File: src/rtl/instruction_cache.sv
// Direct-mapped, read-only instruction cache.
// A hit is resolved combinationally from pc. A miss refills the whole block
// from the backing memory, one beat per mem_valid, offsets 0..WORDS-1.
// hit doubles as the pipeline advance enable.
module instruction_cache #(
    parameter int LINES = 8,
    parameter int WORDS = 4
) (
    input  logic        clk,
    input  logic        reset,
    input  logic [31:0] pc,
    input  logic        flush,
    output logic [31:0] instruction,
    output logic        hit,
    output logic        mem_req,
    output logic [31:0] mem_addr,
    input  logic [31:0] mem_rdata,
    input  logic        mem_valid,
    output logic [15:0] miss_count
);
    localparam int IDX  = $clog2(LINES);
    localparam int OFF  = $clog2(WORDS);
    localparam int TAGW = 32 - IDX - OFF - 2;

    typedef enum logic {
        IDLE,
        FILL
    } state_t;

    state_t state, state_nxt;

    // Storage: data and tags carry no reset, only the valid bits do.
    logic [LINES-1:0] valid;
    logic [TAGW-1:0]  tag_arr  [LINES];
    logic [31:0]      data_arr [LINES*WORDS];

    // Refill bookkeeping.
    logic [OFF-1:0]   cnt;
    logic             pend;

    // Decoded fetch address.
    logic [OFF-1:0]   pc_off;
    logic [IDX-1:0]   pc_idx;
    logic [TAGW-1:0]  pc_tag;
    logic [IDX-1:0]   fill_idx;

    // Per-cycle control strobes from the FSM.
    logic             miss_start;
    logic             beat;
    logic             last_beat;

    // pc[1:0] is ignored: fetches are word aligned.
    logic             unused_pc_lsb;
    assign unused_pc_lsb = ^pc[1:0];

    assign pc_off   = pc[OFF+1:2];
    assign pc_idx   = pc[OFF+IDX+1:OFF+2];
    assign pc_tag   = pc[31:OFF+IDX+2];
    // The line being refilled is named by the latched, block-aligned address.
    assign fill_idx = mem_addr[OFF+IDX+1:OFF+2];

    assign mem_req     = (state == FILL);
    assign instruction = hit ? data_arr[{pc_idx, pc_off}] : 32'h0000_0000;

    // State register.
    always_ff @(posedge clk or posedge reset) begin
        if (reset) begin
            state <= IDLE;
        end else begin
            state <= state_nxt;
        end
    end

    // Next state, hit decision and refill strobes.
    always_comb begin
        state_nxt  = state;
        hit        = 1'b0;
        miss_start = 1'b0;
        beat       = 1'b0;
        last_beat  = 1'b0;
        case (state)
            IDLE: begin
                hit = valid[pc_idx] && (tag_arr[pc_idx] == pc_tag) && !flush;
                // A flush cycle never starts a refill; the lookup retries next cycle.
                if (!hit && !flush) begin
                    miss_start = 1'b1;
                    state_nxt  = FILL;
                end
            end
            FILL: begin
                beat = mem_valid;
                // WORDS is a power of two, so an all-ones counter is the last offset.
                if (mem_valid && (&cnt)) begin
                    last_beat = 1'b1;
                    state_nxt = IDLE;
                end
            end
            default: state_nxt = IDLE;
        endcase
    end

    // Control state: valid bits, refill address/counter, flush-pending flag, miss counter.
    always_ff @(posedge clk or posedge reset) begin
        if (reset) begin
            valid      <= '0;
            cnt        <= '0;
            pend       <= 1'b0;
            mem_addr   <= '0;
            miss_count <= '0;
        end else begin
            if (miss_start) begin
                mem_addr   <= {pc[31:OFF+2], {(OFF+2){1'b0}}};
                cnt        <= '0;
                miss_count <= miss_count + 16'd1;
            end else if (beat) begin
                cnt <= cnt + OFF'(1);
            end

            // Flush wins over everything, including a final beat in the same cycle.
            if (flush) begin
                valid <= '0;
            end else if (miss_start) begin
                valid[pc_idx] <= 1'b0;
            end else if (last_beat && !pend) begin
                valid[fill_idx] <= 1'b1;
            end

            // A flush seen mid-refill keeps the line invalid once the refill ends.
            if (last_beat) begin
                pend <= 1'b0;
            end else if ((state == FILL) && flush) begin
                pend <= 1'b1;
            end
        end
    end

    // Tag and data arrays: tag written when the refill starts, data per beat.
    always_ff @(posedge clk) begin
        if (miss_start) begin
            tag_arr[pc_idx] <= pc_tag;
        end
        if (beat) begin
            data_arr[{fill_idx, cnt}] <= mem_rdata;
        end
    end

endmodule

File: config.mk
export PLATFORM = sky130hd
export DESIGN_NAME = instruction_cache
export DESIGN_NICKNAME = d
export VERILOG_FILES = /design/src/rtl/instruction_cache.sv
export SDC_FILE = /design/constraint.sdc
export NUM_CORES = 1
export LEC_CHECK = 0
export BUFFER_PORTS_ARGS = -buffer_cell sky130_fd_sc_hd__buf_2
export CORE_MARGIN = 2
export CORE_UTILIZATION = 65
export DETAILED_ROUTE_END_ITERATION = 6
export GPL_TIMING_DRIVEN = 0
export PLACE_DENSITY = 0.81
export REMOVE_ABC_BUFFERS = 1
export SETUP_SLACK_MARGIN = 0.05
export SLEW_MARGIN = 20
export SYNTH_ARGS = -nofsm -noshare
export SYNTH_HDL_FRONTEND = slang
export SYNTH_SLANG_ARGS = --single-unit
File: constraint.sdc
create_clock -name clk -period 7.3 [get_ports clk]
set_input_delay 1.46 -clock clk [delete_from_list [all_inputs] [get_ports clk]]
set_output_delay 1.46 -clock clk [all_outputs]
set_load 0.01 [all_outputs]
; After elaboration in Yosys (flattened, before gate mapping)
; Memories as Yosys holds them, arrays and structs flattened.
; Cells that the tools add are included.
[word_totals]
register_bits = 56
mem_bits_rw = 1224
in_bits = 68
output_inout_bits = 82
wordCells = 60
memories = 2
[op_classes]
n_addsub = 2
magnitude_cmp = 4
n_eq_ne = 1
mux = 26
bitwise_logic = 4
reduce_logical = 15
[mem_list]
columns = memory, depth, word_bits, read_ports, rd_clocked_by_memory_dff, wr, line
row1 = data_arr, 32, 32, 1, 0, 1, 35  ; logic [31:0] data_arr [LINES*WORDS];
row2 = tag_arr, 8, 25, 1, 0, 1, 34  ; logic [TAGW-1:0] tag_arr [LINES];
[ops]
columns = cell, count
row1 = 2-to-1 mux 32 bit, 1
row2 = equality test 25 bit, 1
row3 = 2-to-1 mux 8 bit, 3
row4 = "adder 16 x 1 -> 16 bit, second input constant", 1
row5 = 2-to-1 mux 1 bit, 16
row6 = AND 8 bit, 1
row7 = logical AND 1 bit, 8
row8 = "< comparator 3 x 4 -> 1 bit, second input constant", 2
row9 = inverter 8 bit, 1
row10 = bitwise OR 8 bit, 1
row11 = demux 1 bit (select 3 bit), 2
row12 = "greater-or-equal comparator 3 x 1 -> 1 bit, second input constant", 2
row13 = 2-to-1 mux 2 bit, 2
row14 = nonzero test 2 bit, 2
row15 = binary-select mux 1 bit (select 3 bit), 1
row16 = zero test 1 bit, 3
row17 = nonzero test 3 bit, 1
row18 = "adder 2 x 1 -> 2 bit, second input constant", 1
row19 = one-hot mux 1 bit (2 select lines), 1
row20 = AND reduction 2 bit, 1
row21 = inverter 1 bit, 1

; Depth between registers and ports, before layout
; Gate-level depths: netlist of the first run.
[depth]
word_depth = 10
ltp_mapped = 14
ltp_nobuf = 8

; Least setup slack after synthesis of the first run
; OpenSTA, ideal clock, no wires.
[synth_path]
path_type = input port to flip-flop
startpoint = input pc[6]
endpoint = register valid[6]
setup_time_ns = 0.236
arrival_time_ns = 5.293
required_time_ns = 7.064
slack_ns = 1.771
path_stages = 9
n_path_buf = 6
cell_sequence = buf_2 buf_2 buf_2 buf_2 buf_1 nand2_1 clkbuf_1 nor3_1 o22ai_1
[synth_between]
elab_chain_cells = 10
elab_cells_between_ends = 20
cone_classes = order compare: 2 / eq/ne: 1 / mux: 8 / bitwise: 2 / reduce/logical: 6 / memory: 1
[synth_lines]
columns = element, line
row1 = from (decl), 11  ; input logic [31:0] pc,
row2 = memory (8 x 25 bit) / binary-select mux 1 bit (select 3 bit) (equally long branches), --
row3 = equality test 25 bit / 2-to-1 mux 1 bit (equally long branches), 83  ; hit = valid[pc_idx] && (tag_arr[pc_idx] == pc_tag) && !flush;
row4 = logical AND 1 bit (2 in series), 83
row5 = zero test 1 bit, 85  ; if (!hit && !flush) begin
row6 = logical AND 1 bit, 85
row7 = 2-to-1 mux 1 bit, 85
row8 = 2-to-1 mux 1 bit, 81  ; case (state)
row9 = 2-to-1 mux 8 bit, 122  ; end else if (miss_start) begin
row10 = 2-to-1 mux 8 bit, 120  ; if (flush) begin
row11 = to (signal assigned), 121  ; valid <= '0;
row12 = "to (signal, indexed assignment)", 123  ; valid[pc_idx] <= 1'b0;
row13 = "to (signal, indexed assignment)", 125  ; valid[fill_idx] <= 1'b1;
row14 = to (decl), 33  ; logic [LINES-1:0] valid;
; Several ways; a longest one is shown, not always the timed one. The select of a mux whose other input is x is not followed.
; A chain may end at the register's enable or synchronous reset.

; Worst setup path in the final report of the first run
[layout_path]
startpoint = input pc[5]
endpoint = output instruction[29]
[layout_between]
elab_chain_cells = 6
elab_cells_between_ends = 9
cone_classes = eq/ne: 1 / mux: 4 / reduce/logical: 2 / memory: 2
[layout_lines]
columns = element, line
row1 = memory (8 x 25 bit) / binary-select mux 1 bit (select 3 bit) (equally long branches), --
row2 = equality test 25 bit / 2-to-1 mux 1 bit (equally long branches), 83
row3 = logical AND 1 bit (2 in series), 83
row4 = 2-to-1 mux 1 bit, 81
row5 = 2-to-1 mux 32 bit *, 63  ; assign instruction = hit ? data_arr[{pc_idx, pc_off}] : 32'h0000_0000;
row6 = to (decl), 13  ; output logic [31:0] instruction,
; Mark *: on every way between the ends. The rest lies on a longest branch, timed or not. The select of a mux whose other input is x is not followed.

==> results of run 1 <==
==> state kept, by name (all words and copies together) (netlist names) <==
name,flops
mem_req,1
valid,8
tag_arr,200
cnt,2
data_arr,1024
pend,1
miss_count,16
mem_addr,28
==> metrics by stage <==
step,TNS (ns),std cells
floorplan,0,2074
global placement,-714.51,3186
detailed placement,-15.44,3295
CTS,0,3515
global route,0,3518
finish,0,3522
==> cell families (layout without fill, tap and decap cells) <==
family                     after synthesis  count (layout)  share of synthesized area [%]
AOI/OAI and AO/OA                      179             179                          2.434
xor gates and xnor gates                34              34                         0.6104
DFF                                   1280            1280                          78.21
adders and majority gates                5               5                         0.1282
other                                    1               9                       0.007687
and+or+nand+nor                        186             186                          1.998
muxes                                  377             377                          15.38
buffers and inverters                  137             483                          1.228
==> synthesized netlist by cell type, types with 3 or more instances <==
cell	count
o21ai_0	4
mux2_4	27
a221oi_1	3
a211oi_1	4
nand2_1	29
or3_1	8
nor3_1	11
nor2b_1	3
edfxtp_1	1224
nand4_1	3
o22ai_1	129
mux2_2	4
a22oi_1	14
nand2b_1	4
buf_4	6
mux2i_1	59
xor2_1	19
a21oi_1	4
mux4_2	287
xnor2_1	15
dfrtp_1	56
a211oi_2	3
buf_2	20
or4_1	26
nor2_1	64
nand3b_1	4
nand3_1	8
a21o_1	4
ha_1	5
and3_1	5
a22o_1	4
nor4b_1	4
inv_1	9
buf_1	25
nor4_1	9
buf_6	5
clkbuf_1	72
==> final timing paths <==
check | to | cells past startpoint | slack, ns
min in group asynchronous | miss_count[6] | 2 | 0.68
max | instruction[29] | 13 | 0.28
max in group asynchronous | mem_addr[21] | 3 | 6.07
min | miss_count[15] | 1 | 0.48
max reg2reg | tag_arr[6][4] | 12 | 3.65
min reg2reg | miss_count[15] | 1 | 0.48
==> worst reg2reg max path, delay by kind of cell, from the launching register on <==
kind | cells | cell delay, ns
AND/OR/NAND/NOR | 2 | 0.78
flip-flops | 1 | 0.37
XOR/XNOR | 1 | 0.18
multiplexers | 2 | 0.67
AO/OA/AOI/OAI | 2 | 0.33
buffers and inverters | 5 | 1.03
==> cell type report <==
class                      instances  area, um2
multi-input combinational        785      10400
fill                            3623      17520
inverter                           9      36.28
antenna                            5      12.51
clock buffer                     149       3174
tap                              969       1212
sequential                      1280      38160
clock inverter                    71      729.5
timing repair buffer             254       3082
==> per-layer routing <==
layer	up-vias	wire length (um)	share of wire (%)
li1	9793	-	-
met1	13300	43770	33
met2	2244	64270	49
met3	493	15590	12
met4	8	8218	6.2
met5	-	51	0.039
==> what timing repair did <==
| item | CTS | global route |
|---|---|---|
| buffers inserted | 0 | 2 |
| gates resized for setup | 6 | 1 |
| pin swaps | 0 | 1 |
| setup endpoints to repair | 33 | 10 |
==> power by group through the flow <==
stage / sequential (mW) / clock (mW) / combinational, mW
global placement: 8.78 / 0 / 1.40
floorplan: 8.80 / 0 / 0.705
finish: 8.67 / 6.26 / 1.69
detailed placement: 8.79 / 0 / 1.63
global route: 8.69 / 6.51 / 1.75
CTS: 8.67 / 6.29 / 1.67
==> results.json, run 1 <==
{
  "p_clk_share_pct": 37.7,
  "end_kind": "output port",
  "use_met2_pct": 55.83,
  "yosysSeqAreaShare_pct": 78.21,
  "violations": "DRC",
  "crit_buf_inv": 5,
  "vias_per_cell": 7.335,
  "io_buffer_count": 143,
  "fp.dieArea_um2": 77260,
  "grt_max_degree": 77,
  "critPathKind": "input pin to output port",
  "fin_total_pwr_mw": 16.61,
  "finalCriticalPeriod_ns": 7.020,
  "synth.distinct_cells": 50,
  "ant_nets": 0,
  "insertion_delay_ns": 0.71,
  "cts_buffer_depth": 3,
  "setup_viol": 0,
  "internal_power_mw": 12.69,
  "ioPinCount": 150,
  "syn_inst": 2199,
  "fin_util_pct": 76.43,
  "cts-root-buf": "clkbuf_16",
  "status": "finished with violations",
  "ys_async_sr_fraction_pct": 4.375,
  "dpl.hpwl_mm": 74.37,
  "startpoint_type": "input pin",
  "place_ws_ns": -0.6844,
  "grt_antenna_before_repair": 7,
  "hp-start": "miss_count[15]",
  "netSwitchingFraction_pct": 23.62,
  "busiest_layer": "met2",
  "ys.flop_type": "edfxtp_1",
  "grt_pass1_wl_mm": 188.3,
  "critPathRequiredTime_ns": 5.84,
  "power_density_nw_per_um2": 292.5,
  "fin_hold_ws_ns": 0.4790,
  "slew_viol_final": 0,
  "cts_sinks": 1280,
  "synth_top_cell_by_area": "edfxtp_1",
  "final_cell_mix": "1224 x edfxtp_1, 287 x mux4_2, 138 x buf_2",
  "leakage_nw": 18.62,
  "ctsHoldBuffers": 0,
  "dr.first_iter.drc_count": 4320,
  "die_w_um": 278.0,
  "synth_edf_count": 1224,
  "wl_mm": 131.9,
  "rows": 100,
  "drtPass1Iterations": 7,
  "wl_per_cell_um": 37.45,
  "dpl_cell_area_um2": 52850,
  "setup.worst_path.start": "pc[5]",
  "path_max_fanout": 46,
  "crit_slowest_cell": "a211oi_2",
  "gp_congestion": 0.7408,
  "setup_ws_ns": 0.2795,
  "crit_family": "compound AO/OA/AOI/OAI gates",
  "period_share_pct": 96.17,
  "finalNetCount": 2522,
  "use_met3_pct": 7.681,
  "skew_ns": 0.04104,
  "vias": 25830,
  "fmax_mhz": 142.4,
  "cts-buffers-inserted": 119,
  "yosys_warnings": 0,
  "yosysTopAreaCellShare_pct": 75.34,
  "cp_cell_sequence": "buf_6 > nor2b_4 > buf_6 > a22oi_1 > a21o_1 > a221oi_1 > o2111ai_1 > nor4_4 > buf_4 > buf_4 > nand2b_4 > a211oi_2 > buf_2",
  "critPathMaxStageDelay_ns": 0.56,
  "htree_levels": 3,
  "grt_pass1_vias": 26520,
  "cts_tree": "built",
  "overflow": 0,
  "grt_use_met1_pct": 45.89,
  "vdd_ir_drop_max_v": 0.0004525,
  "synth_area_um2": 48790,
  "fin_area_um2": 56800,
  "area_growth_pct": 16.43,
  "die-height_um": 278.0,
  "synth.area.top_cells": "edfxtp_1 75%, mux4_2 13%, dfrtp_1 2.9%",
  "cp.arrival_ns": 5.56,
  "switchingPower_mw": 3.924,
  "maxCapViolCount": 0,
  "final_common_cell": "edfxtp_1",
  "tightest_slew_ns": 0.9861,
  "grt.total_usage_pct": 34.81,
  "coreArea_um2": 74320,
  "seqPwrFrac_pct": 52.2,
  "worst_slew_margin_rel_pct": 34.10,
  "path_clk_slew_ns": 0.06,
  "rsz0062_at_grt": "no",
  "initial_core_util_pct": 65.64,
  "drive_above_1_share_pct": 31.40,
  "syn_area_per_cell_um2": 22.19,
  "drc": 1,
  "ys_ff_latch": 1280,
  "rr_startpoint": "tag_arr[6][3]",
  "hp-class": "flop to flop",
  "hold_viol": 0,
  "comb_power_share_pct": 10.1
}
Note: power is estimated with default switching activity, not from simulation.
==> run 2: changes to the inputs <==
--- a/config.mk
+++ b/config.mk
@@ -11,7 +11,6 @@
 export DETAILED_ROUTE_END_ITERATION = 6
 export GPL_TIMING_DRIVEN = 0
 export PLACE_DENSITY = 0.81
-export REMOVE_ABC_BUFFERS = 1
 export SETUP_SLACK_MARGIN = 0.05
 export SLEW_MARGIN = 20
 export SYNTH_ARGS = -nofsm -noshare
==> run 2 against run 1 <==
The flow now finishes without violations. Setup slack worse by 0.24 ns. Design area shrank 1.1%. Sequential power about the same.
==> results.json, run 2 (synthesis gave the netlist of run 1 again) <==
{
  "ant_nets": 0,
  "reg.largest.list": "data_arr: 1024 flops, tag_arr: 200 flops, mem_addr: 28 flops",
  "startpoint_type": "input pin",
  "period_share_pct": 99.42,
  "area_growth_pct": 15.14,
  "cp_cell_sequence": "buf_6 > buf_4 > buf_2 > mux4_2 > mux2i_1 > xnor2_1 > nor4_2 > nand4_1 > nor4_4 > nand2b_1 > clkbuf_1 > buf_2 > nor2_1 > buf_2",
  "die-height_um": 278.0,
  "vdd_ir_drop_max_v": 0.0003089,
  "drc": 0,
  "final_cell_mix": "1224 x edfxtp_1, 287 x mux4_2, 159 x buf_2",
  "dpl.hpwl_mm": 81.18,
  "final_cell_count_no_fill": 3607,
  "grt_max_degree": 56,
  "grt_antenna_before_repair": 6,
  "power_density_nw_per_um2": 291.0,
  "final_common_cell": "edfxtp_1",
  "cp.arrival_ns": 5.80,
  "hp-class": "flop to flop",
  "io_buffer_count": 138,
  "initial_core_util_pct": 65.64,
  "crit_slowest_cell": "nor2_1",
  "crit_top_cell": "buf_2",
  "drtPass1Iterations": 6,
  "vias_per_cell": 7.405,
  "coreArea_um2": 74320,
  "path_max_fanout": 10,
  "die_w_um": 278.0,
  "path_clk_slew_ns": 0.07,
  "skew_ns": 0.05084,
  "cts_sinks": 1280,
  "critPathMaxStageDelay_ns": 0.47,
  "slew_viol_final": 0,
  "rows": 100,
  "cts-root-buf": "clkbuf_16",
  "fin_area_um2": 56180,
  "largest_reg_flops": 1024,
  "grt_pass1_vias": 27020,
  "finalCriticalPeriod_ns": 7.257,
  "dp_cells": 3387,
  "setup_viol": 0,
  "fin_hold_ws_ns": 0.4712,
  "fin_util_pct": 75.58,
  "dpl_cell_area_um2": 52430,
  "insertion_delay_ns": 0.73,
  "critPathRequiredTime_ns": 5.84,
  "maxCapViolCount": 0,
  "critPathKind": "input pin to output port",
  "drive_above_1_share_pct": 30.45,
  "dr.first_iter.drc_count": 4376,
  "ioPinCount": 150,
  "tightest_slew_ns": 1.269,
  "grt_pass1_wl_mm": 194.9,
  "worst_slew_margin_rel_pct": 15.39,
  "status": "complete, no violations",
  "ctsHoldBuffers": 0,
  "fmax_mhz": 137.8,
  "cts_buffer_depth": 3,
  "htree_levels": 3,
  "rsz0062_at_grt": "no",
  "finalNetCount": 2610,
  "cts-buffers-inserted": 116,
  "gp_congestion": 0.8160,
  "fp.dieArea_um2": 77260,
  "leakage_nw": 18.39,
  "vias": 26710,
  "grt.total_usage_pct": 36.46,
  "overflow": 0,
  "top_register": "data_arr",
  "fin_total_pwr_mw": 16.35,
  "r2r_setup_slack_ns": 3.36,
  "hold_viol": 0,
  "cts_tree": "built",
  "wl_mm": 138.5,
  "wl_per_cell_um": 38.40,
  "end_kind": "output port"
}
run 2: changes by cell type in the layout (fill, tap and decap cells not counted), sizes merged:
cell | previous run | this run
clkbuf | 149 | 224
clkinv | 48 | 59
buf | 254 | 261
bufinv | 13 | 9
inv | 12 | 10
clkinvlp | 7 | 6
diode | 5 | 4
run 2: stage by stage:
stage | worst slack (ns) | TNS, ns
3_3_place_gp | -1.317 | -143.13
6_report | 0.04261 | 0
4_1_cts | 0.09563 | 0
3_5_place_dp | -0.3394 | -3.952
5_1_grt | 0.07767 | 0
2_1_floorplan | 1.771 | 0
run 2: path summary, 6_finish.rpt:
kind | from | to | cells after the start
min | miss_count[15] | miss_count[15] | 1
max in group asynchronous | reset | mem_addr[11] | 3
max | pc[5] | instruction[31] | 14
min in group asynchronous | reset | miss_count[15] | 2
min reg2reg | miss_count[15] | miss_count[15] | 1
max reg2reg | tag_arr[7][13] | tag_arr[1][3] | 12
run 2: cell type report:
cell class                 count  area, um2
multi-input combinational    785      10330
tap                          969       1212
antenna                        4      10.01
clock buffer                 140       3034
sequential                  1280      38160
timing repair buffer         217       2140
clock inverter                75      658.1
inverter                       9      36.28
fill                        3684      18150
buffer                       128      593.1
run 2: layer usage:
metal	vias to the layer above	GRT usage, %	share of wire [%]
met1	13600	45.57	32
li1	9982	-	-
met5	-	0	0.019
met3	585	8.454	12
met2	2541	60.10	50
met4	4	19.85	6.5
run 2: critical path: cells and delay by family:
family,cells,cell delay [ns]
and+or+nand+nor,5,1.69
buffers and inverters,6,1.85
xor gates and xnor gates,1,0.13
muxes,2,0.62
run 2: what timing repair did:
action	4_1_cts	5_1_grt
buffers inserted	1	0
setup endpoints to repair	31	0
gates resized for setup	3	0
run 2: power by group:
part | leakage (nW) | total (mW) | internal, mW | switching (mW)
registers | 11.7 | 8.64 | 8.47 | 0.171
logic | 4.89 | 1.70 | 0.647 | 1.06
clock network | 1.80 | 6.00 | 3.28 | 2.72
total | 18.4 | 16.3 | 12.4 | 3.95
